<file path="src/rtl/mux_scan_ctrl.sv">
// Scan sequencer for an 8:1 data mux: walks the enabled channels, holds each
// for DWELL+1 cycles and captures the mux output at the end of every dwell.
module mux_scan_ctrl #(
  parameter int WIDTH   = 1,
  parameter int DWELL_W = 8
) (
  input  logic               CLK,
  input  logic               RSTn,
  input  logic               START,
  input  logic               STOP,
  input  logic               CONT,
  input  logic [7:0]         MASK,
  input  logic [DWELL_W-1:0] DWELL,
  input  logic [WIDTH-1:0]   Y_IN,
  output logic               CSn,
  output logic [2:0]         A,
  output logic [WIDTH-1:0]   SAMPLE,
  output logic [2:0]         SAMPLE_CH,
  output logic               SAMPLE_VLD,
  output logic               BUSY,
  output logic               DONE
);

  typedef enum logic {
    S_IDLE  = 1'b0,
    S_DWELL = 1'b1
  } state_t;

  state_t             state_q, state_d;
  logic [2:0]         a_q, a_d;
  logic               csn_q, csn_d;
  logic               busy_q, busy_d;
  logic               done_q, done_d;
  logic               vld_q, vld_d;
  logic [WIDTH-1:0]   sample_q, sample_d;
  logic [2:0]         sample_ch_q, sample_ch_d;
  logic [DWELL_W-1:0] cnt_q, cnt_d;
  logic [7:0]         mask_q, mask_d;
  logic               cont_q, cont_d;
  logic [DWELL_W-1:0] dwell_q, dwell_d;

  logic [2:0] next_idx;
  logic       wrap;

  function automatic logic [2:0] lowest_set(input logic [7:0] m);
    lowest_set = 3'd0;
    for (int i = 7; i >= 0; i--) begin
      if (m[i]) lowest_set = 3'(i);
    end
  endfunction

  // Circular search above cur; descending offsets so the nearest set bit wins.
  // With no other bit set the result is cur itself, i.e. a wrap.
  function automatic logic [2:0] next_set(input logic [7:0] m, input logic [2:0] cur);
    logic [2:0] idx;
    next_set = cur;
    for (int i = 7; i >= 1; i--) begin
      idx = cur + 3'(i);
      if (m[idx]) next_set = idx;
    end
  endfunction

  assign next_idx = next_set(mask_q, a_q);
  assign wrap     = (next_idx <= a_q);

  // NOTE: every variable gets its hold/default value first so no path leaves it
  // unassigned; otherwise synthesis infers a latch.
  always_comb begin
    state_d     = state_q;
    a_d         = a_q;
    csn_d       = csn_q;
    busy_d      = busy_q;
    done_d      = 1'b0;
    vld_d       = 1'b0;
    sample_d    = sample_q;
    sample_ch_d = sample_ch_q;
    cnt_d       = cnt_q;
    mask_d      = mask_q;
    cont_d      = cont_q;
    dwell_d     = dwell_q;

    unique case (state_q)
      S_IDLE: begin
        csn_d  = 1'b1;
        busy_d = 1'b0;
        if (START && !STOP && (MASK != 8'd0)) begin
          mask_d  = MASK;
          cont_d  = CONT;
          dwell_d = DWELL;
          a_d     = lowest_set(MASK);
          csn_d   = 1'b0;
          busy_d  = 1'b1;
          cnt_d   = DWELL;
          state_d = S_DWELL;
        end
      end
      S_DWELL: begin
        if (STOP) begin
          csn_d   = 1'b1;
          busy_d  = 1'b0;
          state_d = S_IDLE;
        end else if (cnt_q != '0) begin
          cnt_d = cnt_q - 1'b1;
        end else begin
          sample_d    = Y_IN;
          sample_ch_d = a_q;
          vld_d       = 1'b1;
          if (!wrap || cont_q) begin
            a_d   = next_idx;
            cnt_d = dwell_q;
          end else begin
            csn_d   = 1'b1;
            busy_d  = 1'b0;
            done_d  = 1'b1;
            state_d = S_IDLE;
          end
        end
      end
      default: state_d = S_IDLE;
    endcase
  end

  // NOTE: sequential state uses non-blocking assignments so all registers
  // update together from values sampled at the same edge.
  always_ff @(posedge CLK) begin
    if (!RSTn) begin
      state_q     <= S_IDLE;
      a_q         <= 3'd0;
      csn_q       <= 1'b1;
      busy_q      <= 1'b0;
      done_q      <= 1'b0;
      vld_q       <= 1'b0;
      sample_q    <= '0;
      sample_ch_q <= 3'd0;
      cnt_q       <= '0;
      mask_q      <= 8'd0;
      cont_q      <= 1'b0;
      dwell_q     <= '0;
    end else begin
      state_q     <= state_d;
      a_q         <= a_d;
      csn_q       <= csn_d;
      busy_q      <= busy_d;
      done_q      <= done_d;
      vld_q       <= vld_d;
      sample_q    <= sample_d;
      sample_ch_q <= sample_ch_d;
      cnt_q       <= cnt_d;
      mask_q      <= mask_d;
      cont_q      <= cont_d;
      dwell_q     <= dwell_d;
    end
  end

  assign CSn        = csn_q;
  assign A          = a_q;
  assign SAMPLE     = sample_q;
  assign SAMPLE_CH  = sample_ch_q;
  assign SAMPLE_VLD = vld_q;
  assign BUSY       = busy_q;
  assign DONE       = done_q;

endmodule

</file>
<file path="config.mk">
export PLATFORM = sky130hd
export DESIGN_NAME = mux_scan_ctrl
export DESIGN_NICKNAME = d
export VERILOG_FILES = /design/src/rtl/mux_scan_ctrl.sv
export SDC_FILE = /design/constraint.sdc
export NUM_CORES = 1
export LEC_CHECK = 0
export CORE_MARGIN = 2
export CORE_UTILIZATION = 60
export DETAILED_ROUTE_END_ITERATION = 6
export HOLD_SLACK_MARGIN = 0.12
export PLACE_DENSITY = 0.94
export REMOVE_ABC_BUFFERS = 1
export SLEW_MARGIN = 25
export SYNTH_ARGS = -nofsm -noshare
export SYNTH_HDL_FRONTEND = slang
export SYNTH_SLANG_ARGS = --single-unit
</file>
<file path="constraint.sdc">
create_clock -name CLK -period 6.23 [get_ports CLK]
set_input_delay 1.5575 -clock CLK [delete_from_list [all_inputs] [get_ports CLK]]
set_output_delay 1.5575 -clock CLK [all_outputs]
set_load 0.03 [all_outputs]
</file>
==> results_dict.tcl <==
set metrics [dict create \
    run_status "finished clean" \
    nets 345 \
    hpwlAfterDp_mm 4.37 \
    power.density_cell_area_mw_per_mm2 216 \
    grt_util_met2_pct 48.8 \
    mappedNetlistArea_mm2 0.00252 \
    crit_path_cell_trace "clkinv_1 > ha_1 > mux4_2 > mux2i_1 > nand2_1 > o31ai_1 > nor3_1 > nor2_1 > nor2_1 > ha_1 > nor2b_1 > o21ai_0 > a32oi_1 > nor3_2 > o21bai_2 > a21boi_0 > o21a_1" \
    core.rowCount 23 \
    synth_cells 290 \
    gp_routability_congestion 0.848 \
    top_level_ports 33 \
    first_iter_violations 228 \
    crit_buf_inv 1 \
    drc_violation_count_after_routing 0 \
    busiest_layer_in_global_routing "met2" \
    dieArea_mm2 0.00473 \
    highest_achievable_clock_rate_mhz 189 \
    multi_input_area_mm2 0.00165 \
    num_antenna_cells 0 \
    depth_of_the_cts_h_tree 2 \
    start_util_pct 62.5 \
    layout.core_utilization_pct 72.8 \
    most-common-layout-cells "49 x sky130_fd_sc_hd__nor2_1, 37 x sky130_fd_sc_hd__dfxtp_1, 35 x sky130_fd_sc_hd__mux2i_1, 32 x sky130_fd_sc_hd__clkdlybuf4s50_1, 15 x sky130_fd_sc_hd__nand2_1" \
    avgRoutedWirePerCell_um 16.2 \
    finalCritPeriodShare_pct 85.2 \
    post_route_cells_drive_above_1_share_pct 9.75 \
    crit_path_start "A[1]" \
    post_cts_resized 0 \
    cts_buffer_depth 2 \
    antenna_found_initial 0 \
    gr-total-overflow 0 \
    skew_ns 0.00839 \
    synth_edf_count 0 \
    clk_latency_ns 0.29 \
    synth_async_sr_flop_share_pct 0 \
    critical_path.top_delay_family "compound AO/OA/AOI/OAI gates" \
    hold_start "BUSY" \
    ant_nets 0 \
    wirelength_mm 5.98 \
    synth_area_per_cell_um2 8.68 \
    grt_pass1_vias 2149 \
    total_of_flip_flops_plus_latches_after_synthesis 37 \
    area_growth_syn_to_layout_pct 16.5 \
    port_buffers 32 \
    final-max-slew-violation-count 0 \
    grt_first_pass_wirelength_mm 9.82 \
    power.ir.vdd_worst_uv 182 \
    worstHoldEndpoint "BUSY" \
    grt_setup_unrepaired "false" \
    cp_slowest_stage_delay_ns 0.69 \
    layout.cells.most_common "sky130_fd_sc_hd__nor2_1" \
    timing.hold.worst.class "flip-flop to flip-flop" \
    via_per_inst 6.27 \
    min_period_ns 5.31 \
    n_fill_cell 283 \
    use_met1_pct 34.0 \
    max_cap_viol_count 0 \
    core_area_mm2 0.00403 \
    final-seq-area_um2 741 \
    synth_flop_cell "sky130_fd_sc_hd__dfxtp_1" \
    grt_util_met3_pct 5.03 \
    critical_path_maximum_fanout 16 \
    crit_type "flip-flop to flip-flop" \
    cts_setup_buffers 0 \
    worst-r2r-setup-slack_ns 0.92 \
    synth_sequential_area_ratio_pct 29.4 \
    crit_path_end_kind "flip-flop" \
    hold_viol_final 0 \
    cts-buffers-inserted 5 \
    grt_start_max_net_pins 34 \
    grt_util_all_layers_pct 27.6 \
    cp_data_required_time_ns 6.42 \
    regToRegEndpoint "cnt_q[6]" \
    clk_pin_slew_worst_paths_ns 0.07 \
    synth_warnings 0 \
    leakagePower_nw 1.12 \
    cts.sinks 37 \
    cts_tree "yes" \
    timing.hold.worst_path_depth 1 \
    synthDistinctLibCells 51 \
    tightestPinTransition_ns 0.751 \
    routed_via_count 2308 \
    timing.critical_path.arrival_ns 5.49 \
    crit-reg2reg-launch "A[1]" \
    setup_total_negative_slack_ns 0 \
    timing.final.setup_violations 0 \
    hold_buffers 0 \
    drt_first_pass_iters 4 \
    worst-r2r-cell-count 17 \
    critical_path.startpoint_type "flip-flop" \
    clockRootBuffer "sky130_fd_sc_hd__clkbuf_8" \
    die_width_um 68.8 \
    critPathSlowestCell "sky130_fd_sc_hd__dfxtp_1" \
    slew_headroom_pct 49.8 \
    dieHeight_um 68.8 \
    finalHoldWorstSlack_ns 0.482 \
]
## flip-flops by register name, summed over array words and instances (netlist names)
register,cells
BUSY,1
state_q,1
cont_q,1
SAMPLE_CH,3
DONE,1
SAMPLE_VLD,1
CSn,1
mask_q,8
SAMPLE,1
A,3
cnt_q,8
dwell_q,8
## power by group
group | internal, mW | total, mW | switching [mW]
logic | 0.0921 | 0.203 | 0.111
clock network | 0.0775 | 0.161 | 0.0835
registers | 0.249 | 0.268 | 0.0193
total | 0.419 | 0.632 | 0.214
## layer usage
layer	share of wire [%]	up-vias
li1	-	1122
met4	1.9	0
met1	42	1101
met3	4.4	13
met2	52	72
met5	0	-
## worst max-delay path by stage
stage                     endpoint  slack, ns  cells after the start
after global placement    cnt_q[6]       1.35                     17
after floorplan           cnt_q[6]       1.57                     17
final                     cnt_q[6]       0.92                     17
after detailed placement  cnt_q[6]       1.04                     17
after global routing      cnt_q[6]       0.50                     17
after CTS                 cnt_q[6]       1.01                     17
## cells in the mapped netlist (6+ instances only)
master | count | area [um2]
sky130_fd_sc_hd__a211oi_1 | 7 | 52.6
sky130_fd_sc_hd__a21oi_1 | 14 | 70.1
sky130_fd_sc_hd__clkbuf_1 | 6 | 22.5
sky130_fd_sc_hd__dfxtp_1 | 37 | 741
sky130_fd_sc_hd__ha_1 | 6 | 75.1
sky130_fd_sc_hd__inv_1 | 14 | 52.6
sky130_fd_sc_hd__mux2i_1 | 35 | 350
sky130_fd_sc_hd__mux4_2 | 9 | 203
sky130_fd_sc_hd__nand2_1 | 15 | 56.3
sky130_fd_sc_hd__nand2b_1 | 8 | 50.1
sky130_fd_sc_hd__nand3_1 | 8 | 40.0
sky130_fd_sc_hd__nor2_1 | 49 | 184
sky130_fd_sc_hd__nor3_1 | 7 | 35.0
sky130_fd_sc_hd__o21ai_0 | 8 | 40.0
## cell families (layout without fill, tap and decap cells)
logic type / count (synthesis) / in the layout / synth area share [%]
and+or+nand+nor: 105 / 105 / 20.5
AOI/OAI and AO/OA: 59 / 59 / 16.4
muxes: 47 / 47 / 23.3
DFF: 37 / 37 / 29.4
buffers and inverters: 29 / 57 / 5.02
xor gates and xnor gates: 7 / 7 / 2.44
adders and majority gates: 6 / 6 / 2.98
## stage by stage
step / cells / setup WS, ns / cell area [um2] / power [mW]
global route: 368 / 0.495 / 2930 / 0.667
CTS: 368 / 1.01 / 2930 / 0.631
floorplan: 276 / 1.57 / 2450 / 0.415
detailed placement: 360 / 1.04 / 2850 / 0.471
global placement: 360 / 1.35 / 2850 / 0.462
finish: 368 / 0.925 / 2930 / 0.632
## area by class of cell
cell class	count	area share (%)
Clock buffer	6	2.48
Clock inverter	2	0.341
Inverter	15	1.92
Multi-Input combinational cell	224	56.4
Sequential cell	37	25.3
Tap cell	50	2.13
Timing Repair Buffer	34	11.4
(Power assumes the default switching activity.)
